**config.mk**
```make
export PLATFORM = sky130hd
export DESIGN_NAME = ram_port_arbiter
export DESIGN_NICKNAME = d
export VERILOG_FILES = /design/src/rtl/ram_arb_pkg.sv /design/src/rtl/ram_arb_pick.sv /design/src/rtl/ram_port_arbiter.sv
export SDC_FILE = /design/constraint.sdc
export NUM_CORES = 1
export LEC_CHECK = 0
export ABC_CLOCK_PERIOD_IN_PS = 4670
export CELL_PAD_IN_SITES_DETAIL_PLACEMENT = 1
export CELL_PAD_IN_SITES_GLOBAL_PLACEMENT = 1
export CORE_ASPECT_RATIO = 1.25
export CORE_MARGIN = 2
export CORE_UTILIZATION = 32
export DETAILED_ROUTE_END_ITERATION = 6
export MAX_ROUTING_LAYER = met4
export PLACE_DENSITY = 0.87
export SKIP_CTS_REPAIR_TIMING = 1
export SLEW_MARGIN = 5
export SYNTH_ARGS = -nofsm -noshare
export SYNTH_HDL_FRONTEND = slang
export SYNTH_HIERARCHICAL = 1
export SYNTH_SLANG_ARGS = --single-unit
```
**constraint.sdc**
```tcl
create_clock -name clock -period 4.67 [get_ports clock]
set_input_delay 0.934 -clock clock [delete_from_list [all_inputs] [get_ports clock]]
set_output_delay 0.934 -clock clock [all_outputs]
set_load 0.005 [all_outputs]
```
**src/rtl/ram_arb_pkg.sv**
```systemverilog
// Shared types and constants for the RAM port A arbiter.
package ram_arb_pkg;

    typedef enum logic [1:0] {IDLE, OWN_M0, OWN_M1} arb_state_e;

    localparam logic M0 = 1'b0;
    localparam logic M1 = 1'b1;

    localparam int RAM_AW = 30;
    localparam int RAM_DW = 32;

endpackage

```
**src/rtl/ram_arb_pick.sv**
```systemverilog
// Combinational two-way picker for RAM port A arbitration.
// ARB_ROUND_ROBIN_EN: simultaneous requests alternate instead of favouring M0.
module ram_arb_pick
    import ram_arb_pkg::*;
(
    input  logic [1:0] req,
    input  logic       last_win,
    input  logic       force_other,
    output logic       winner,
    output logic       valid
);

`ifdef ARB_ROUND_ROBIN_EN
    localparam logic RR_EN = 1'b1;
`else
    localparam logic RR_EN = 1'b0;
`endif

    always_comb begin
        valid  = |req;
        winner = M0;
        if (req == 2'b10) begin
            winner = M1;
        end else if (req == 2'b11) begin
            // A burst-cap handover overrides fixed priority for one arbitration
            winner = (force_other | RR_EN) ? ~last_win : M0;
        end
    end

endmodule

```
**src/rtl/ram_port_arbiter.sv**
```systemverilog
// Two-master arbiter for port A of the shared instruction/data RAM, with capped lock bursts.
// ARB_ROUND_ROBIN_EN selects round-robin instead of fixed M0 priority in IDLE.
module ram_port_arbiter
    import ram_arb_pkg::*;
#(
    parameter int MAX_BURST = 8,
    parameter int AW        = RAM_AW,
    parameter int DW        = RAM_DW
)(
    input  logic          clock,
    input  logic          reset_n,
    input  logic          m0_req,
    input  logic          m0_we,
    input  logic          m0_lock,
    input  logic [AW-1:0] m0_addr,
    input  logic [DW-1:0] m0_wdata,
    input  logic [3:0]    m0_byteena,
    output logic          m0_gnt,
    output logic          m0_rvalid,
    output logic [DW-1:0] m0_rdata,
    input  logic          m1_req,
    input  logic          m1_we,
    input  logic          m1_lock,
    input  logic [AW-1:0] m1_addr,
    input  logic [DW-1:0] m1_wdata,
    input  logic [3:0]    m1_byteena,
    output logic          m1_gnt,
    output logic          m1_rvalid,
    output logic [DW-1:0] m1_rdata,
    output logic          ram_wren,
    output logic [AW-1:0] ram_address,
    output logic [DW-1:0] ram_data,
    output logic [3:0]    ram_byteena,
    input  logic [DW-1:0] ram_q
);

    arb_state_e    state;
    logic [7:0]    burst_cnt;
    logic          last_win;
    logic          force_other;
    logic          rd_pending;
    logic          rd_owner;
    logic [DW-1:0] m0_rdata_q;
    logic [DW-1:0] m1_rdata_q;
    logic [AW-1:0] addr_q;
    logic [DW-1:0] wdata_q;
    logic [3:0]    be_q;

    logic          pick_win;
    logic          pick_vld;
    logic          win;
    logic          gnt;
    logic          win_we;
    logic          win_lock;
    logic [AW-1:0] win_addr;
    logic [DW-1:0] win_wdata;
    logic [3:0]    win_be;
    logic          cap_hit;

    ram_arb_pick u_pick (
        .req         ({m1_req, m0_req}),
        .last_win    (last_win),
        .force_other (force_other),
        .winner      (pick_win),
        .valid       (pick_vld)
    );

    always_comb begin
        win = pick_win;
        gnt = pick_vld;
        case (state)
            OWN_M0: begin win = M0; gnt = m0_req; end
            OWN_M1: begin win = M1; gnt = m1_req; end
            default: ;
        endcase
        // No access may reach the RAM while reset is asserted
        gnt = gnt & reset_n;
    end

    assign win_we    = (win == M1) ? m1_we      : m0_we;
    assign win_lock  = (win == M1) ? m1_lock    : m0_lock;
    assign win_addr  = (win == M1) ? m1_addr    : m0_addr;
    assign win_wdata = (win == M1) ? m1_wdata   : m0_wdata;
    assign win_be    = (win == M1) ? m1_byteena : m0_byteena;

    assign cap_hit = (({1'b0, burst_cnt} + 9'd1) == 9'(MAX_BURST));

    assign m0_gnt      = gnt & (win == M0);
    assign m1_gnt      = gnt & (win == M1);
    assign ram_wren    = gnt & win_we;
    assign ram_address = gnt ? win_addr  : addr_q;
    assign ram_data    = gnt ? win_wdata : wdata_q;
    assign ram_byteena = gnt ? win_be    : be_q;

    assign m0_rvalid = rd_pending & (rd_owner == M0);
    assign m1_rvalid = rd_pending & (rd_owner == M1);
    assign m0_rdata  = m0_rvalid ? ram_q : m0_rdata_q;
    assign m1_rdata  = m1_rvalid ? ram_q : m1_rdata_q;

    always_ff @(posedge clock or negedge reset_n) begin
        if (!reset_n) begin
            state       <= IDLE;
            burst_cnt   <= 8'd0;
            last_win    <= M1;
            force_other <= 1'b0;
            rd_pending  <= 1'b0;
            rd_owner    <= M0;
            m0_rdata_q  <= '0;
            m1_rdata_q  <= '0;
        end else begin
            rd_pending <= gnt & ~win_we;
            if (m0_rvalid) m0_rdata_q <= ram_q;
            if (m1_rvalid) m1_rdata_q <= ram_q;
            if (gnt) begin
                last_win <= win;
                if (!win_we) rd_owner <= win;
                if (state == IDLE) begin
                    force_other <= 1'b0;
                    if (win_lock && MAX_BURST > 1) begin
                        state     <= (win == M1) ? OWN_M1 : OWN_M0;
                        burst_cnt <= 8'd1;
                    end else if (win_lock) begin
                        force_other <= 1'b1;
                    end
                end else if (!win_lock || cap_hit) begin
                    // Only a release forced by the cap hands priority to the other master
                    state       <= IDLE;
                    burst_cnt   <= 8'd0;
                    force_other <= win_lock;
                end else begin
                    burst_cnt <= burst_cnt + 8'd1;
                end
            end
        end
    end

    // Last winner's drive values, held on idle cycles
    always_ff @(posedge clock) begin
        if (gnt) begin
            addr_q  <= win_addr;
            wdata_q <= win_wdata;
            be_q    <= win_be;
        end
    end

endmodule

```
## After elaboration in Yosys (flattened, before gate mapping)

Index checks and enable logic that the tools add are counted.
Widths: inputs -> output; s select.

- Register bits: 144
- Bits of input ports: 172
- Word-level logic and storage cells: 63

- $add $sub $neg: 2
- Equal/unequal tests: 6
- Multiplexer cells: 24
- Bitwise logic cells: 11
- Reductions and logical operators: 9

Operator list:

| kind | number |
|---|---|
| $mux 32 | 4 |
| $mux 30 | 2 |
| $mux 8 | 3 |
| $add 8x1->9 const B | 1 |
| $eq 9x4->1 const B | 1 |
| $add 8x1->8 const B | 1 |
| $mux 2 | 4 |
| $mux 4 | 2 |
| $and 1x1->1 | 7 |
| $mux 1 | 7 |
| $eq 2x2->1 const B | 3 |
| $reduce_and 2->1 | 3 |
| $not 1->1 | 4 |
| $pmux 1 s2 | 2 |
| $reduce_and 3->1 | 1 |
| $eq 2x1->1 const B | 1 |
| $logic_not 2->1 | 1 |
| $ne 2x2->1 const B | 1 |
| $reduce_bool 2->1 | 1 |
| $reduce_or 2->1 | 1 |
| $logic_not 1->1 | 1 |
| $logic_or 1x1->1 | 1 |

## Logic depth before layout (Yosys ltp)

- Depth after elaboration: 10
- Mapped depth: 9
- Mapped depth without buffers: 7

## Modules after synthesis

Netlist, hierarchy kept.

By module, submodules not included:

| module | instances | cells an instance | area an instance (sq um) |
|---|---|---|---|
| ram_port_arbiter | 1 | 522 | 5928.2 |
| ram_arb_pick | 1 | 3 | 20.0 |

## Worst setup path after synthesis

Ideal clock, no wire load.

- Path type: input -> output
- Start: input m0_req
- End: output ram_address[0]
- Data arrival time: 2.310 ns
- Required time: 3.736 ns
- Slack: 1.426 ns
- Cell stages on the path: 8
- Path buffers: 3
- Cell sequence: or2_1 > o21ai_1 > a21o_1 > clkbuf_1 > buf_2 > buf_2 > nand2_1 > o21ai_1

- Cells in the longest elaborated chain, start to end: 6

Ends and longest elaborated chain:

| element | RTL line | source |
|---|---|---|
| start: declaration | ram_port_arbiter.sv:12 | `input logic m0_req,` |
| $eq 2x2->1 | ram_arb_pick.sv:24 | `end else if (req == 2'b11) begin` |
| $mux 1 | ram_arb_pick.sv:24 |  |
| $mux 1 | ram_arb_pick.sv:22 | `if (req == 2'b10) begin` |
| $pmux 1 s2 | ram_port_arbiter.sv:71 | `case (state)` |
| $mux 30 | ram_port_arbiter.sv:82 | `assign win_addr = (win == M1) ? m1_addr : m0_addr;` |
| $mux 30 * | n/a |  |
| end: declaration | ram_port_arbiter.sv:31 | `output logic [AW-1:0] ram_address,` |

Mark *: on every way between the ends. The rest lies on a longest branch, timed or not.

## Worst setup path after layout

- Start: input m0_req
- End: output ram_data[11]

RTL lines:

| element | RTL line | source |
|---|---|---|
| $reduce_or 2->1 | ram_arb_pick.sv:20 | `valid = \|req;` |
| net pick_vld | ram_port_arbiter.sv:50 | `logic pick_vld;` |
| $pmux 1 s2 | ram_port_arbiter.sv:71 |  |
| $and 1x1->1 | ram_port_arbiter.sv:77 | `gnt = gnt & reset_n;` |
| $mux 32 | n/a |  |
| end: declaration | ram_port_arbiter.sv:32 | `output logic [DW-1:0] ram_data,` |

The timed path passes the listed nets, and every way through them passes these cells.

==> results.toml <==
[sta]
rsz0062_at_grt = "false"
hold_slack_ps = 456
maxSlewViolCount = 0
hold_viol = 0
worst_pin_slew_ps = 1010
fin_crit_sh_pct = 90.7
setup_tns_ps = 0
slew-limit-headroom_pct = 32.9
fmax_mhz = 236
fin_crit_ps = 4230
fin_skew_ps = 6.69
worst_slack_ps = 435
setup_violations = 0

[power]
power_mw = 6.49
p_leak_nw = 4.32
ir_drop_mv = 0.278
powerDensity_mw_per_mm2 = 660

[grt]
use_met1_pct = 20.5
grt_pass1_vias = 5491
grt_pass1_wl_um = 29300
met3_usage_pct = 5.33
antenna_found_initial = 0
busiest_layer = "met2"
grt_max_degree = 79
overflow = 0
use_met2_pct = 35.2
grt_usage_pct = 19.6

[clock_tree]
cts.sinks = 144
cts_tree = "yes"
cts_made_buffers = 17
clk_pin_slew_worst_paths_ps = 60
cts_max_level = 4
clockBufferDepth = 2
worstSkewPairLatency_ps = 420
root_buffer = "clkbuf_16"

[drt]
drc_errors = 0
ant_nets = 0
drt_iter0_drc = 126
drt_first_pass_iters = 4
routed-via-count = 5086
viasPerCell = 4.75
finalWirelength_um = 18500
wl_per_cell_um = 17.3

[worst_setup_path]
r2r_slack_ps = 1960
criticalPathCategory = "input port to output port"
cp-start-kind = "input port"
crit_path_end_kind = "output port"
reg2reg_to = "burst_cnt[7]$_DFFE_PN0P_"
arrival_ps = 3300
path_max_fanout = 44
critPathRequiredTime_ps = 3740
r2r_start = "state[1]$_DFFE_PN0P_"
r2r_cells = 8

[die]
coreArea_mm2 = 0.0182
die_h_um = 156
pin_count = 307
rows = 55
initial_core_util_pct = 32.7
die-area_mm2 = 0.0197
die_w_um = 126

[logic_synthesis]
yosysTopAreaCellShare_pct = 32.4
synth_edf_count = 0
netlist_instances = 525
synth-seq-cells = 144
syn_area_per_cell_um2 = 11.3
yosysTopAreaCell = "dfrtp_1"
async_flop_share_pct = 54.2
synthesis.nets = 701
post-synth-top-count-cell = "dfrtp_1"
synth_cell_type_count = 38
yosys-top-cells-area = "dfrtp_1, dfxtp_1, mux2i_1"
synth_top_flop_cell = "dfrtp_1"
syn_area_mm2 = 0.00595
yosys-top-cells-count = "dfrtp_1, nand2_1, o21ai_1"
yosysSeqAreaShare_pct = 55.0
yosysWarnings = 6

[finish]
nets = 1005
final_core_util_pct = 54.2
fin_cells = 1070
post_route_cells_drive_above_1_share_pct = 6.41
design_area_mm2 = 0.00984
num_antenna_cells = 0
fillers = 1942
syn_to_final_growth_pct = 65.4

[run]
maxCapViolCount = 0

[hold_path]
hold_path.startpoint = "wdata_q[25]$_DFF_P_"
hold_class = "flop to flop"
hold_path_end = "wdata_q[25]$_DFF_P_"
whs_path_depth = 2

[placement]
postPlaceCellArea_mm2 = 0.00929
gp_congestion = 0.818
port_buffers = 306
dp_cells = 1038
hpwlAfterDp_um = 14200
pre_cts_slack_ps = 419

[status]
status = "finished clean"
[state kept, by name, indices dropped and copies added (netlist names)]
name	flops
last_win	1
state	2
m1_rdata_q	32
addr_q	30
burst_cnt	8
rd_owner	1
force_other	1
m0_rdata_q	32
rd_pending	1
be_q	4
wdata_q	32
[per-layer routing]
layer  share of wire (%)  vias up
met5                   0        -
met4                 2.4        0
met3                 6.7       29
met2                  53      223
met1                  38     2403
li1                    -     2431
[layout make-up]
cell class | instances | area, um^2 | share of cell area, %
flip-flops and latches | 144 | 3270 | 33.3
repair buffers | 317 | 3180 | 32.3
multi-input cells | 343 | 2530 | 25.7
clock buffers | 17 | 425 | 4.32
well taps | 228 | 285 | 2.90
clock inverters | 15 | 123 | 1.25
inverters | 6 | 22.5 | 0.229
[layout by cell type (no fill, tap or decap), types with 2 or more instances in the layout]
cell,netlist,layout
and3_1,2,2
inv_1,4,4
nand3_1,3,3
o21ai_1,75,75
dfrtp_1,77,77
a32o_1,2,2
nand2b_1,3,3
ha_1,4,4
clkinv_2,0,4
o31ai_1,5,5
buf_4,0,9
clkbuf_16,0,17
dfxtp_1,66,66
mux2_1,62,62
mux2_2,2,2
inv_2,2,2
buf_12,0,3
inv_6,0,7
and2_1,3,3
nor2_1,11,11
nor2b_1,4,4
a21oi_1,7,7
mux2i_4,1,2
nand2_1,75,75
inv_8,0,3
clkdlybuf4s50_1,0,305
mux2i_1,70,69
[how the worst max path moves through the flow]
| stage | startpoint | to | slack (ps) | depth (start not counted) |
|---|---|---|---|---|
| after floorplan | m0_req | ram_address[0] | 1430 | 8 |
| after detailed placement | m0_req | ram_address[12] | 420 | 8 |
| after global placement | m0_req | ram_data[7] | 550 | 8 |
| after CTS | m0_req | ram_data[11] | 410 | 8 |
| after global routing | m0_req | ram_data[16] | 270 | 8 |
| final | m0_req | ram_data[11] | 440 | 8 |
[worst max-delay path: stages]
cell and delay [ps]:
clkdlybuf4s50_1 450, or2_1 240, o21ai_1 190, a21o_4 410, buf_4 300, nand2_1 70
o21ai_1 120, clkdlybuf4s50_1 580
[power by group]
| group | internal (mW) | total [mW] | leakage [nW] | switching [mW] |
|---|---|---|---|---|
| clock network | 0.698 | 1.28 | 0.275 | 0.585 |
| registers | 1.84 | 2.01 | 1.48 | 0.167 |
| logic | 1.86 | 3.20 | 2.56 | 1.34 |
[logic make-up (layout without fill, tap and decap cells)]
family,after synthesis,after routing,share of synthesized area [%]
xor gates and xnor gates,1,1,0.147
DFF,144,144,55.0
AOI/OAI and AO/OA,99,99,9.63
buffers and inverters,38,355,2.78
muxes,135,135,24.3
adders and majority gates,4,4,0.841
and+or+nand+nor,104,104,7.28
Note: power is estimated with default switching activity, not from simulation.
